### src/rtl/wb_mem8_pkg.sv
// Shared definitions for the Wishbone-to-8-bit external memory bridge:
// FSM encoding, byte-lane to device-offset mapping and beat timing.
package wb_mem8_pkg;

   typedef enum logic [2:0] {
      ST_IDLE   = 3'd0,
      ST_SETUP  = 3'd1,
      ST_STROBE = 3'd2,
      ST_HOLD   = 3'd3,
      ST_ACK    = 3'd4
   } state_t;

   localparam int WAIT_CNT_W = 4;

   // Big-endian lanes: sel[3] carries byte offset 0, sel[0] carries offset 3.
   function automatic logic [1:0] lane_to_offset(input logic [1:0] lane);
      return 2'd3 - lane;
   endfunction

   // Clock cycles per byte beat: SETUP + (wait_cycles+1) STROBE + HOLD.
   function automatic int beat_len(input int wait_cycles);
      return wait_cycles + 3;
   endfunction

endpackage

### src/rtl/wb_mem8_slave.sv
// Wishbone classic 32-bit slave fronting an 8-bit asynchronous SRAM/flash.
// Each selected byte lane becomes one SETUP/STROBE/HOLD beat on the device bus.
module wb_mem8_slave
   import wb_mem8_pkg::*;
#(
   parameter int ADDR_W      = 21,
   parameter int WAIT_CYCLES = 2
) (
   input  logic              wb_clk_i,
   input  logic              wb_rst_i,
   input  logic [31:0]       wb_adr_i,
   input  logic [31:0]       wb_dat_i,
   output logic [31:0]       wb_dat_o,
   input  logic [3:0]        wb_sel_i,
   input  logic              wb_we_i,
   input  logic              wb_stb_i,
   input  logic              wb_cyc_i,
   output logic              wb_ack_o,
   output logic [ADDR_W-1:0] mem_adr_o,
   output logic [7:0]        mem_dat_o,
   input  logic [7:0]        mem_dat_i,
   output logic              mem_dat_oe_o,
   output logic              mem_cs_n_o,
   output logic              mem_oe_n_o,
   output logic              mem_we_n_o
);

   state_t                  state_reg, state_next;
   logic [ADDR_W-1:2]       adr_reg;
   logic [31:0]             dat_reg;
   logic [3:0]              pending_reg;
   logic                    we_reg;
   logic                    abort_reg;
   logic [1:0]              lane_reg, lane_next;
   logic [WAIT_CNT_W-1:0]   wait_cnt_reg;
   logic [31:0]             rd_dat_reg;
   logic                    ack_reg;
   logic [ADDR_W-1:0]       mem_adr_reg;
   logic [7:0]              mem_dat_reg;
   logic                    dat_oe_reg, cs_n_reg, oe_n_reg, we_n_reg;

   logic                    req;
   logic [3:0]              lane_mask;
   logic [3:0]              enc_in;
   logic [ADDR_W-1:2]       base_adr;
   logic [31:0]             src_dat;
   logic                    src_we;
   logic                    strobe_done;
   logic                    abort_now;
   logic                    beat_next;
   logic                    unused_adr_bits;

   assign req         = wb_cyc_i & wb_stb_i;
   assign lane_mask   = 4'b0001 << lane_reg;
   assign strobe_done = (wait_cnt_reg == '0);
   assign abort_now   = abort_reg | ~wb_cyc_i;

   // While idle the request is not latched yet, so the first beat takes its
   // address, data and direction straight from the bus.
   assign base_adr = (state_reg == ST_IDLE) ? wb_adr_i[ADDR_W-1:2] : adr_reg;
   assign src_dat  = (state_reg == ST_IDLE) ? wb_dat_i : dat_reg;
   assign src_we   = (state_reg == ST_IDLE) ? wb_we_i  : we_reg;
   assign enc_in   = (state_reg == ST_IDLE) ? wb_sel_i : (pending_reg & ~lane_mask);

   assign unused_adr_bits = ^{wb_adr_i[31:ADDR_W], wb_adr_i[1:0]};

   always_comb begin
      lane_next = lane_reg;
      if (enc_in[3])      lane_next = 2'd3;
      else if (enc_in[2]) lane_next = 2'd2;
      else if (enc_in[1]) lane_next = 2'd1;
      else if (enc_in[0]) lane_next = 2'd0;
   end

   always_comb begin
      state_next = state_reg;
      case (state_reg)
         ST_IDLE:   if (req) state_next = (wb_sel_i == 4'b0000) ? ST_ACK : ST_SETUP;
         ST_SETUP:  state_next = ST_STROBE;
         ST_STROBE: if (strobe_done) state_next = ST_HOLD;
         ST_HOLD: begin
            if (abort_now)            state_next = ST_IDLE;
            else if (enc_in != 4'b0)  state_next = ST_SETUP;
            else                      state_next = ST_ACK;
         end
         ST_ACK:    state_next = ST_IDLE;
         default:   state_next = ST_IDLE;
      endcase
   end

   assign beat_next = (state_next == ST_SETUP) || (state_next == ST_STROBE) ||
                      (state_next == ST_HOLD);

   always_ff @(posedge wb_clk_i or negedge wb_rst_i) begin
      if (!wb_rst_i) begin
         state_reg    <= ST_IDLE;
         adr_reg      <= '0;
         dat_reg      <= '0;
         pending_reg  <= '0;
         we_reg       <= 1'b0;
         abort_reg    <= 1'b0;
         lane_reg     <= '0;
         wait_cnt_reg <= '0;
         rd_dat_reg   <= '0;
         ack_reg      <= 1'b0;
         mem_adr_reg  <= '0;
         mem_dat_reg  <= '0;
         dat_oe_reg   <= 1'b0;
         cs_n_reg     <= 1'b1;
         oe_n_reg     <= 1'b1;
         we_n_reg     <= 1'b1;
      end else begin
         state_reg <= state_next;

         case (state_reg)
            ST_IDLE: begin
               if (req) begin
                  adr_reg     <= wb_adr_i[ADDR_W-1:2];
                  dat_reg     <= wb_dat_i;
                  pending_reg <= wb_sel_i;
                  we_reg      <= wb_we_i;
                  abort_reg   <= 1'b0;
                  rd_dat_reg  <= '0;
               end
            end
            ST_SETUP: begin
               wait_cnt_reg <= WAIT_CNT_W'(WAIT_CYCLES);
               if (!wb_cyc_i) abort_reg <= 1'b1;
            end
            ST_STROBE: begin
               if (!wb_cyc_i) abort_reg <= 1'b1;
               if (!strobe_done)
                  wait_cnt_reg <= wait_cnt_reg - 1'b1;
               else if (!we_reg)
                  rd_dat_reg[{lane_reg, 3'b000} +: 8] <= mem_dat_i;
            end
            ST_HOLD:   pending_reg <= pending_reg & ~lane_mask;
            default:   ;
         endcase

         if (state_next == ST_SETUP) begin
            lane_reg    <= lane_next;
            mem_adr_reg <= {base_adr, lane_to_offset(lane_next)};
            if (src_we) mem_dat_reg <= src_dat[{lane_next, 3'b000} +: 8];
         end

         // Device strobes are registered from the next state so they never glitch.
         ack_reg    <= (state_next == ST_ACK);
         cs_n_reg   <= ~beat_next;
         dat_oe_reg <= beat_next & src_we;
         oe_n_reg   <= ~((state_next == ST_STROBE) & ~src_we);
         we_n_reg   <= ~((state_next == ST_STROBE) &  src_we);
      end
   end

   assign wb_dat_o     = rd_dat_reg;
   assign wb_ack_o     = ack_reg;
   assign mem_adr_o    = mem_adr_reg;
   assign mem_dat_o    = mem_dat_reg;
   assign mem_dat_oe_o = dat_oe_reg;
   assign mem_cs_n_o   = cs_n_reg;
   assign mem_oe_n_o   = oe_n_reg;
   assign mem_we_n_o   = we_n_reg;

endmodule

### config.mk
export PLATFORM = sky130hd
export DESIGN_NAME = wb_mem8_slave
export DESIGN_NICKNAME = d
export VERILOG_FILES = /design/src/rtl/wb_mem8_pkg.sv /design/src/rtl/wb_mem8_slave.sv
export SDC_FILE = /design/constraint.sdc
export NUM_CORES = 1
export LEC_CHECK = 0
export ABC_CLOCK_PERIOD_IN_PS = 2700
export BUFFER_PORTS_ARGS = -buffer_cell sky130_fd_sc_hd__buf_4
export CORE_ASPECT_RATIO = 0.9
export CORE_MARGIN = 2
export CORE_UTILIZATION = 55
export CTS_BUF_LIST = sky130_fd_sc_hd__clkbuf_2 sky130_fd_sc_hd__clkbuf_4 sky130_fd_sc_hd__clkbuf_8
export DETAILED_ROUTE_END_ITERATION = 16
export PLACE_DENSITY = 0.85
export SLEW_MARGIN = 20
export SYNTH_ARGS = -nofsm -noshare
export SYNTH_HDL_FRONTEND = slang
export SYNTH_SLANG_ARGS = --single-unit
### constraint.sdc
create_clock -name wb_clk_i -period 2.7 [get_ports wb_clk_i]
set_clock_uncertainty 0.15 [all_clocks]
set_input_delay 0.54 -clock wb_clk_i [delete_from_list [all_inputs] [get_ports wb_clk_i]]
set_output_delay 0.54 -clock wb_clk_i [all_outputs]
set_load 0.02 [all_outputs]
==> results of run 1 <==
[cell usage in the layout (no fill, tap or decap), types with 7 or more instances in the layout]
cell type	instances
buf_4	157
clkbuf_8	20
a22o_1	19
a21oi_1	11
o21ai_0	47
inv_1	8
nand2_1	220
nor2_1	7
nor2b_1	7
o22ai_1	17
dfrtp_1	128
mux2i_1	35
[cell type report]
type | instances | area [sq um] | area share [%]
clock buffers | 20 | 275 | 3.62
clock inverters | 12 | 105 | 1.38
inverters | 8 | 30.0 | 0.395
multi-input cells | 436 | 2500 | 32.9
flip-flops and latches | 132 | 3310 | 43.5
well taps | 133 | 166 | 2.19
repair buffers | 159 | 1210 | 15.9
[worst paths after layout]
path | to | slack (ns) | start
worst max-delay path | mem_dat_o[1] | 0.14 | lane_reg[1]
worst min-delay path | wb_dat_o[1] | -0.02 | wb_rst_i
worst max register to register | mem_dat_o[1] | 0.14 | lane_reg[1]
worst min register to register | dat_reg[30] | 0.33 | dat_reg[30]
max in group asynchronous | lane_reg[0] | 1.67 | wb_rst_i
min in group wb_clk_i | dat_reg[4] | 0.14 | wb_dat_i[4]
[cells by family after synthesis]
family	after synthesis	share of synthesized area, %
AO/OA/AOI/OAI	125	13.8
XOR/XNOR	1	0.146
adder cells (fa/ha/maj)	6	1.25
buffers and inverters	45	3.41
flip-flops	132	55.3
multiplexers	36	6.04
AND/OR/NAND/NOR	268	20.1
[layer usage]
metal	wire length, microns	global-route usage, %
met1	5890	33.5
met2	7400	44.6
met3	1200	6.94
met4	231	9.10
met5	0	0
[repair_timing]
item | 4_1_cts | 5_1_grt
hold buffers | 0 | 0
buffers inserted | 3 | 0
resized for setup | 2 | 8
setup endpoints to repair | 7 | 13
pin swaps | 1 | 1
[power by group]
part | switching, uW | internal [uW] | total, uW
registers | 449 | 2740 | 3190
logic | 2290 | 1650 | 3930
clock network | 788 | 797 | 1580
total | 3520 | 5180 | 8700
[worst max-delay path, cell delays in order (launching register included)]
cell and delay (ns):
dfrtp_1 0.38, inv_1 0.10, ha_1 0.25, nand2b_1 0.20, a21boi_0 0.14, o21ai_1 0.22, and2_1 0.50, a2111oi_0 0.22
a221o_1 0.29
[through the flow]
stage          setup TNS [ns]  setup slack [ns]  cells  total power, uW
2_1_floorplan               0             0.299    613             5720
3_3_place_gp                0            0.0668    865             6830
3_5_place_dp           -0.193           -0.0417    865             7020
4_1_cts                     0           0.00529    900             8690
5_1_grt               -0.0299           -0.0299    900             9310
6_report                    0             0.142    900             8700
==> out/qor.yml, run 1 <==
status: "complete, but fails checks"
violations: "negative hold slack"
initial_core_util_pct: 55.8
gp_congestion: 0.953
power_leakage_uw: 0.00388
wirelength_mm: 14.7
placed_area_sq_mm: 0.00717
syn_to_final_growth_pct: 26.9
irDropWorstVdd_mv: 0.715
slew_viol_final: 0
period_share_pct: 94.7
syn_inst: 613
synth_common_cells: "220 x nand2_1, 129 x dfrtp_1, 49 x o21ai_0"
cts-root-buf: "clkbuf_8"
critPathKind: "flip-flop to flip-flop"
drtIter0Drc: 330
overflow: 0
seq_area_frac_synth_pct: 55.3
drv_cap: 0
cp.arrival_ns: 2.74
ant_nets: 0
worstMarginPinSlew_ns: 0.870
post_drt_wl_per_cell_microns: 16.4
ys_dominant_reg_cell: "dfrtp_1"
core_area_sq_mm: 0.0107
die_x_microns: 114
die_area_sq_mm: 0.0117
clkLatencyLatePin_ns: 0.44
synth.distinct_cells: 63
syn-num-nets: 700
portBuffers: 133
yosysMostFrequentCell: "nand2_1"
synth_top_cell_area_share_pct: 53.9
worstPathRequired_ns: 2.88
path_max_fanout: 13
fmax_ghz: 0.391
numClockSinks: 132
grt_pass1_vias: 5024
hold_path.class: "input port to async pin"
drive_gt1_share_pct: 27.9
clk_pin_slew_ns: 0.08
crit_path_end_kind: "flip-flop"
rr_worst_depth: 8
synth-seq-cells: 132
vias: 5033
hold_viol: 14
cts_buffers: 17
firstDrtPassIters: 5
max-slew-margin-rel_pct: 41.6
grt_pass1_wl_mm: 24.2
whs_ns: -0.0167
finalSetupViolations: 0
synth_largest_area_cell: "dfrtp_1"
via_per_inst: 5.59
syn_area_per_cell_sq_um: 9.76
drc: 0
antenna_found_initial: 0
clockBufferDepth: 2
antenna_cells: 0
worst_setup_path_start_kind: "flip-flop"
fin_area_sq_mm: 0.00760
rows: 36
dpl.hpwl_mm: 10.4
post-route-util_pct: 70.9
yosys_warnings: 0
grt_max_degree: 56
ioPinCount: 147
fillerInstances: 773
synth_edf_count: 0
syn_area_sq_mm: 0.00598
async_reset_ff_share_pct: 100
synth_area_leaders: "dfrtp_1 54%, nand2_1 14%, mux2i_1 5.9%"
power.density_mw_per_mm2: 1150
nNetsFinal: 841
grt_use_total_pct: 26.4
tritoncts: "done"
htree_num_levels: 4
fp.dieH_microns: 103
fin_crit_ns: 2.56
(Power assumes the default switching activity.)
==> run 2: changes to the inputs <==
--- a/config.mk
+++ b/config.mk
@@ -5,7 +5,7 @@
 export SDC_FILE = /design/constraint.sdc
 export NUM_CORES = 1
 export LEC_CHECK = 0
-export ABC_CLOCK_PERIOD_IN_PS = 2700
+export ABC_CLOCK_PERIOD_IN_PS = 3100
 export BUFFER_PORTS_ARGS = -buffer_cell sky130_fd_sc_hd__buf_4
 export CORE_ASPECT_RATIO = 0.9
 export CORE_MARGIN = 2
==> constraint.sdc (replaced) <==
create_clock -name wb_clk_i -period 3.1 [get_ports wb_clk_i]
set_clock_uncertainty 0.15 [all_clocks]
set_input_delay 0.62 -clock wb_clk_i [delete_from_list [all_inputs] [get_ports wb_clk_i]]
set_output_delay 0.62 -clock wb_clk_i [all_outputs]
set_load 0.02 [all_outputs]
==> out/qor.yml, run 2 (same netlist as run 1, synthesis figures left out) <==
status: "finished clean"
hold_viol: 0  # -14
critPathKind: "flip-flop to flip-flop"
swShare_pct: 39.9  # -0.63 points
core_area_sq_mm: 0.0107  # unchanged
rsz0062_at_grt: "no"
die_x_microns: 114  # unchanged
fmax_ghz: 0.352  # -9.9%
worstMarginPinSlew_ns: 0.880  # +0.0104 ns
worst_setup_path_start_kind: "flip-flop"
antenna_found_initial: 0  # unchanged
r2r_slack_ns: 0.26  # +0.12 ns
ioPinCount: 147  # unchanged
hold_path.class: "input port to async pin"
irDropWorstVdd_mv: 0.572  # -20%
grt_pass1_wl_mm: 23.7  # -2.1%
fin_crit_ns: 2.84  # +0.282 ns
grt_pass1_vias: 4885  # -2.8%
cts_buffers: 17  # unchanged
vias: 5037  # +0.079%
cts-root-buf: "clkbuf_8"
nNetsFinal: 826  # -1.8%
crit_path_end_kind: "flip-flop"
clk_pin_slew_ns: 0.07  # about the same
initial_core_util_pct: 55.8  # unchanged
switchingPower_uw: 2990  # -15%
post_drt_wl_per_cell_microns: 16.6  # +1.2%
path_max_fanout: 18  # +5
combPwrFrac_pct: 43.3  # -1.9 points
period_share_pct: 91.6  # -3.1 points
htree_num_levels: 4  # unchanged
grt_max_degree: 60  # +7.1%
final_cell_mix: "220 x nand2_1, 143 x buf_4, 129 x dfrtp_1, 47 x o21ai_0, 35 x mux2i_1"
clockBufferDepth: 2  # unchanged
p_int_uw: 4510  # -13%
max-slew-margin-rel_pct: 40.9  # -0.70 points
fp.dieH_microns: 103  # unchanged
clkPwrFrac_pct: 19.1  # +0.9 points
setup_tns_ns: 0  # unchanged
via_per_inst: 5.70  # +1.9%
post-route-util_pct: 69.8  # -1.1 points
layout_commonest_cell: "nand2_1"
numClockSinks: 132  # unchanged
finalSetupViolations: 0  # unchanged
drtIter0Drc: 378  # +15%
whs_ns: 0.0333  # +0.0500 ns
antenna_cells: 0  # unchanged
worstPathRequired_ns: 3.32  # +0.44 ns
rows: 36  # unchanged
power.density_mw_per_mm2: 1000  # -13%
grt_use_total_pct: 26.2  # -0.14 points
ant_nets: 0  # unchanged
drv_cap: 0  # unchanged
cp.arrival_ns: 3.06  # +0.32 ns
drc: 0  # unchanged
p_total_uw: 7500  # -14%
slew_viol_final: 0  # unchanged
power_leakage_uw: 0.00382  # -1.5%
overflow: 0  # unchanged
syn_to_final_growth_pct: 25.0
portBuffers: 133  # unchanged
gp_congestion: 0.959  # +0.65%
fillerInstances: 831  # +7.5%
die_area_sq_mm: 0.0117  # unchanged
clkLatencyLatePin_ns: 0.43  # about the same
wirelength_mm: 14.6  # -0.57%
firstDrtPassIters: 5  # unchanged
drive_gt1_share_pct: 25.8  # -2.1 points
seqPwrFrac_pct: 37.6  # +1.0 points
tritoncts: "done"
dpl.hpwl_mm: 10.3  # -1.1%
-- run 2: changes by cell type in the layout (fill, tap and decap cells not counted), sizes merged --
cell	delta
clkbuf	+2
inv	-1
clkinvlp	-3
buf	-15
bufinv	+1
-- run 2: critical path, stage by stage (launching register included) --
cell,delay [ns]
dfrtp_1,0.49
inv_1,0.12
ha_1,0.26
nor2b_1,0.24
nand4bb_1,0.23
a22oi_2,0.11
or2_1,0.44
a2111oi_0,0.57
a221o_1,0.18
-- run 2: area by class of cell --
| cell class | instances | area [sq um] | share of cell area [%] |
|---|---|---|---|
| Clock inverter | 9 | 104 | 1.39 |
| Tap cell | 133 | 166 | 2.23 |
| Timing Repair Buffer | 144 | 1090 | 14.6 |
| Multi-Input combinational cell | 436 | 2490 | 33.3 |
| Clock buffer | 22 | 290 | 3.88 |
| Inverter | 8 | 30.0 | 0.402 |
| Sequential cell | 132 | 3310 | 44.2 |
-- run 2: final timing paths --
| path | from | endpoint | depth (start not counted) |
|---|---|---|---|
| min | wb_rst_i | wb_dat_o[1] | 1 |
| min reg2reg | adr_reg[3] | adr_reg[3] | 2 |
| max in group asynchronous | wb_rst_i | mem_oe_n_o | 2 |
| max | lane_reg[0] | mem_dat_o[3] | 8 |
| max reg2reg | lane_reg[0] | mem_dat_o[3] | 8 |
| min in group wb_clk_i | wb_adr_i[18] | adr_reg[18] | 3 |
-- run 2: power by group through the flow --
stage | Clock, uW | Combinational [uW] | Sequential [uW]
after floorplan | 0 | 1960 | 3020
after global placement | 0 | 3070 | 2790
after detailed placement | 0 | 3210 | 2840
after CTS | 1450 | 3220 | 2820
after global routing | 1540 | 3590 | 2900
final | 1430 | 3250 | 2820
-- run 2: repair_timing --
item,CTS,global route
setup buffers,0,2
setup endpoints to repair,0,6
hold buffers,0,0
gates resized for setup,0,1
-- run 2: per-layer routing --
metal,vias to the layer above,GRT usage [%],wire length (microns)
li1,2352,-,-
met1,2450,32.8,5940
met2,205,43.5,7280
met3,30,7.82,1210
met4,0,10.5,216
met5,-,0,0
-- run 2: stage by stage --
step	instance area (sq um)	std cells	worst slack, ns
after floorplan	5980	613	0.682
after global placement	7070	851	0.321
after detailed placement	7070	851	0.243
after CTS	7460	882	0.232
after global routing	7480	884	0.0585
final	7480	884	0.260
